### src/rtl/or_tree_pkg.sv
// Shared helpers for the pipelined OR reduction tree: tree depth and padded
// leaf count derived from the channel fan-in.
package or_tree_pkg;

    function automatic int unsigned clog2(input int unsigned n);
        int unsigned r;
        r = 0;
        for (int unsigned i = 0; i < 32; i++) begin
            if ((64'd1 << i) < 64'(n)) r = i + 1;
        end
        return r;
    endfunction

    // A single register stage is still needed for one or two channels.
    function automatic int unsigned tree_levels(input int unsigned n_in);
        return (n_in <= 2) ? 1 : clog2(n_in);
    endfunction

    function automatic int unsigned pad_leaves(input int unsigned n_in);
        return 32'd1 << tree_levels(n_in);
    endfunction

endpackage

### src/rtl/or_tree_stage.sv
// One tree level: pairwise OR of N_OPS operands into registered results,
// with a valid flop and a load enable that lets bubbles collapse.
module or_tree_stage #(
    parameter int unsigned W     = 8,
    parameter int unsigned N_OPS = 2,
    localparam int unsigned N_RES = (N_OPS + 1) / 2
) (
    input  logic                 clk,
    input  logic                 reset_L,
    input  logic [N_OPS*W-1:0]   in_data,
    input  logic                 in_valid,
    input  logic                 en_next,
    output logic                 load_en_c,
    output logic [N_RES*W-1:0]   out_data,
    output logic                 out_valid
);

    logic [2*N_RES*W-1:0] ops;
    logic [N_RES*W-1:0]   or_c;

    // An unpaired last operand is ORed with the zero extension.
    always_comb begin
        ops  = (2*N_RES*W)'(in_data);
        or_c = '0;
        for (int unsigned r = 0; r < N_RES; r++) begin
            or_c[r*W +: W] = ops[2*r*W +: W] | ops[(2*r+1)*W +: W];
        end
    end

    assign load_en_c = !out_valid | en_next;

    // Data only moves with a real beat so an empty stage keeps its stale value.
    always_ff @(posedge clk or negedge reset_L) begin
        if (!reset_L) begin
            out_valid <= 1'b0;
            out_data  <= '0;
        end else if (load_en_c) begin
            out_valid <= in_valid;
            if (in_valid) out_data <= or_c;
        end
    end

endmodule

### src/rtl/or_tree_pipe.sv
// Pipelined bitwise-OR reduction of N_IN W-bit channels with valid/ready flow.
// Define OR_STICKY_EN to add the acc_clr/out_sticky result accumulator.
module or_tree_pipe
    import or_tree_pkg::*;
#(
    parameter int unsigned W    = 8,
    parameter int unsigned N_IN = 4
) (
    input  logic              clk,
    input  logic              reset_L,
    input  logic [N_IN*W-1:0] in_data,
    input  logic              in_valid,
    output logic              in_ready,
    output logic [W-1:0]      out_data,
    output logic              out_valid,
    input  logic              out_ready
`ifdef OR_STICKY_EN
    ,
    input  logic              acc_clr,
    output logic [W-1:0]      out_sticky
`endif
);

    localparam int unsigned LEVELS = tree_levels(N_IN);
    localparam int unsigned PAD    = pad_leaves(N_IN);

    logic [PAD*W-1:0] in_pad;
    assign in_pad = (PAD*W)'(in_data);

    for (genvar s = 0; s < LEVELS; s++) begin : g_lvl
        localparam int unsigned N_OPS = PAD >> s;
        localparam int unsigned N_RES = N_OPS / 2;

        logic [N_OPS*W-1:0] stg_in;
        logic               stg_in_valid;
        logic               en_next;
        logic               load_en;
        logic [N_RES*W-1:0] stg_out;
        logic               stg_valid;

        if (s == 0) begin : g_first
            assign stg_in       = in_pad;
            assign stg_in_valid = in_valid;
        end else begin : g_mid
            assign stg_in       = g_lvl[s-1].stg_out;
            assign stg_in_valid = g_lvl[s-1].stg_valid;
        end

        if (s == LEVELS - 1) begin : g_last
            assign en_next = out_ready;
        end else begin : g_inner
            assign en_next = g_lvl[s+1].load_en;
        end

        or_tree_stage #(
            .W     (W),
            .N_OPS (N_OPS)
        ) u_stage (
            .clk       (clk),
            .reset_L   (reset_L),
            .in_data   (stg_in),
            .in_valid  (stg_in_valid),
            .en_next   (en_next),
            .load_en_c (load_en),
            .out_data  (stg_out),
            .out_valid (stg_valid)
        );
    end

    assign in_ready  = g_lvl[0].load_en;
    assign out_data  = g_lvl[LEVELS-1].stg_out;
    assign out_valid = g_lvl[LEVELS-1].stg_valid;

`ifdef OR_STICKY_EN
    logic out_hs_c;
    assign out_hs_c = out_valid & out_ready;

    // Clear beats the accumulated history but keeps a coincident result.
    always_ff @(posedge clk or negedge reset_L) begin
        if (!reset_L) begin
            out_sticky <= '0;
        end else if (acc_clr) begin
            out_sticky <= out_hs_c ? out_data : '0;
        end else if (out_hs_c) begin
            out_sticky <= out_sticky | out_data;
        end
    end
`endif

endmodule

### config.mk
export PLATFORM = sky130hd
export DESIGN_NAME = or_tree_pipe
export DESIGN_NICKNAME = d
export VERILOG_FILES = /design/src/rtl/or_tree_pkg.sv /design/src/rtl/or_tree_stage.sv /design/src/rtl/or_tree_pipe.sv
export SDC_FILE = /design/constraint.sdc
export NUM_CORES = 1
export LEC_CHECK = 0
export ABC_AREA = 0
export CAP_MARGIN = 20
export CORE_ASPECT_RATIO = 0.5
export CORE_UTILIZATION = 42
export DETAILED_ROUTE_END_ITERATION = 8
export PLACE_DENSITY = 0.79
export SYNTH_ARGS = -nofsm -noshare
export SYNTH_HDL_FRONTEND = slang
export SYNTH_SLANG_ARGS = --single-unit
### constraint.sdc
create_clock -name clk -period 1.3 [get_ports clk]
set_clock_uncertainty 0.05 [all_clocks]
set_input_delay 0.26 -clock clk [delete_from_list [all_inputs] [get_ports clk]]
set_output_delay 0.26 -clock clk [all_outputs]
set_load 0.005 [all_outputs]
==> run summary <==
### Run status
* complete, no violations — result of the run

### Synth
* 0.580 — fraction of the yosys area taken by sequential cells
* 148 — Mapped Nets
* a21oi_1 — most common cell in the synthesized netlist
* 10 — Yosys cell types
* 0 — synth warn
* 1120 µm² — netlist area before placement
* 0 — EDFF count, synth
* dfrtp_1 58%, a21oi_1 17%, nor2_1 8.0%, a21oi_2 7.8%, buf_2 2.2% — Synth area leaders
* dfrtp_1 — most instantiated flip-flop cell in the synthesis netlist
* 0.580 — share of the synthesized area in the top cell type
* dfrtp_1 — cell taking the most area after synthesis
* 1.00 — proportion of register bits with asynchronous set or reset after synthesis
* 112 — instance count of the mapped netlist
* 26 — Synth Register Bits
* 10.0 µm² — Avg Inst Size Synth
* 38 x a21oi_1, 26 x dfrtp_1, 24 x nor2_1, 10 x a21oi_2, 5 x buf_2 — Commonest cells post-synth

### Pwr
* 0.589 mV — peak supply drop
* 1.90 mW — Total Power
* 0.688 nW — leakage component of the power
* 1040 nW/µm² — Power Dens Cells

### Timing
* 0.992 — share of the cycle needed by the critical path after routing
* true — RSZ-0062 raised after global routing
* 0.786 — headroom to the max-slew limit
* 0 — final number of hold-violating endpoints
* 0 — final count of pins violating max slew
* 0.321 ns — actual slew at the worst max-slew pin
* 0 ns — TNS Setup
* 1.29 ns — minimum clock period
* 775 MHz — Highest Clock Rate
* 0.00993 ns — min setup slack post-route
* 0 — # setup viols final

### Place
* 45 — buffers added on ports
* 2060 µm — HPWL reported at the end of detailed placement
* 1650 µm² — area post-placement
* -0.409 ns — worst setup slack after placement
* 0.725 — Routability Congestion

### Worst setup path
* buf_6 — most used cell along the critical path
* g_lvl[1].u_stage.out_valid$_DFFE_PN0P_ — startpoint of the most critical register-to-register path
* output port — nature of the critical path endpoint
* 2 — largest driver fanout on the critical path
* g_lvl[1].u_stage.out_valid$_DFFE_PN0P_ — critical path startpoint
* 0.39 ns — Max stage delay on crit path
* reg -> out — type of the setup path with the least slack
* dfrtp_1 — worst-path cell with the longest stage delay
* 0.99 ns — data required time of the critical path
* 0.98 ns — Arr. time, crit path
* register — startpoint types
* buf_6 > nand3b_4 > buf_6 — worst path cell trace

### Global routing
* 4600 µm — first-pass GRT wire length
* 0 — gr ovfl total
* 27 — pin count of the biggest net entering global routing
* 0.229 — All-Layer GR Usage
* 0 — initial antenna violation count
* 955 — via count of the first global-routing pass

### Floorplan
* 38.5 µm — vertical extent of the die
* 0.473 — starting density of the core
* 75.1 µm — overall die width
* 46 — num ports
* 2370 µm² — area of the core
* 2890 µm² — total die area
* 12 — row count

### Final layout
* 175 — number of fillers in the final layout
* 0 — count of antenna diodes in the layout
* 63.3% — Syn-to-layout area delta
* 1830 µm² — area of all placed cells without fillers
* 0.280 — fraction of layout cells with a size suffix above 1
* 205 — net count of the finished layout

### CTS
* 0.28 ns — clock network latency to the later pin of the worst-skew pair
* 0 — hold buffers post-CTS
* done — TritonCTS clock tree
* 1 — H-tree depth reported by CTS
* 26 — TritonCTS sink count
* 0.09 ns — clock slew at the register clock pins of the worst setup and hold paths
* 3 — number of buffers inserted during clock tree synthesis
* 2 — clock tree buffer depth
* clkbuf_8 — CTS Root Cell

### Drt
* 1290 µm — sum of routed wire segments on met1
* 0 — residual antenna-violating net count after detailed routing
* 5.08 — vias per cell
* 0 — final routed DRC violation total
* 14.8 µm — post-detailed-route wirelength per cell
* 3000 µm — total wire length
* 1510 µm — met2 routed wirelength
* 184 µm — detailed route wirelength on metal3
* met4 — highest metal layer with signal wires
* 1,032 — Vias
* 4 — first-pass iteration count of the detailed router
* 56 — count of routing violations after the opening detailed-route iteration

### Min path
* in -> async — type of the most critical hold path

### Job
* 0 — max-capacitance violation count

[layer usage]
| layer | vias up | GRT usage |
|---|---|---|
| li1 | 492 | - |
| met1 | 501 | 0.306 |
| met2 | 36 | 0.383 |
| met3 | 3 | 0.0579 |
| met4 | 0 | 0.0472 |
| met5 | - | 0 |
[cell type report]
cell class                      instances  area (µm²)  share of cell area
Clock buffer                            4        55.1              0.0301
Multi-Input combinational cell         78         490               0.268
Sequential cell                        26         651               0.355
Tap cell                               35        43.8              0.0239
Timing Repair Buffer                   60         591               0.323
[critical path, delay by kind of cell (launching register included)]
kind	cells	cell delay, ns
and+or+nand+nor	1	0.09
buffers and inverters	2	0.23
DFF	1	0.39
[flip-flops by register name, indices dropped and copies added, names as in the netlist]
signal,count
g_lvl.u_stage.out_data,24
g_lvl.u_stage.out_valid,2
[worst paths after layout]
kind | endpoint | slack, ns | cells after the start
worst max register to register | g_lvl[0].u_stage.out_data[0]$_DFFE_PN0P_ | 0.03 | 6
min in group clk | g_lvl[0].u_stage.out_data[5]$_DFFE_PN0P_ | 0.38 | 3
max in group asynchronous | g_lvl[0].u_stage.out_data[10]$_DFFE_PN0P_ | 0.77 | 2
worst max-delay path | in_ready | 0.01 | 3
worst min-delay path | g_lvl[0].u_stage.out_data[5]$_DFFE_PN0P_ | 0.27 | 2
worst min register to register | g_lvl[0].u_stage.out_data[1]$_DFFE_PN0P_ | 0.47 | 2
[logic make-up (layout without fill, tap and decap cells)]
logic type / after synthesis / after routing / share of synthesized area
AND/OR/NAND/NOR: 30 / 30 / 0.126
flip-flops: 26 / 26 / 0.580
AO/OA/AOI/OAI: 48 / 48 / 0.248
buffers and inverters: 8 / 64 / 0.0458
[placed cells by master (no fill, tap or decap)]
master           synthesis  layout
a21oi_1                 38      24
a21oi_2                 10      22
a21oi_4                  0       2
and2_2                   0       1
and2_4                   0       1
buf_12                   0       2
buf_4                    0      10
buf_6                    2       4
clkbuf_8                 0       4
clkdlybuf4s50_1          0      33
dfrtp_1                 26      26
dlygate4sd2_1            0      10
dlymetal6s2s_1           0       1
nand2b_1                 3       3
nand3b_4                 1       1
nor2_1                  24      24
[power by group]
part / internal [mW] / switching (mW) / total [mW]
sequential: 0.885 / 0.0517 / 0.936
clock: 0.271 / 0.260 / 0.532
combinational: 0.242 / 0.190 / 0.432
[metrics by stage]
step / std cells / hold WS, ns / util
floorplan: 112 / -0.0856 / -
CTS: 203 / 0.279 / 0.740
global route: 203 / 0.280 / 0.772
global placement: 192 / 0.446 / 0.695
detailed placement: 192 / 0.451 / 0.695
finish: 203 / 0.271 / 0.772
[repair_timing]
| action | 4_1_cts | 5_1_grt |
|---|---|---|
| setup endpoints to repair | 26 | 18 |
| buffers inserted | 7 | 0 |
| gates resized for setup | 18 | 19 |
| pin swaps | 1 | 1 |
(Power assumes the default switching activity.)
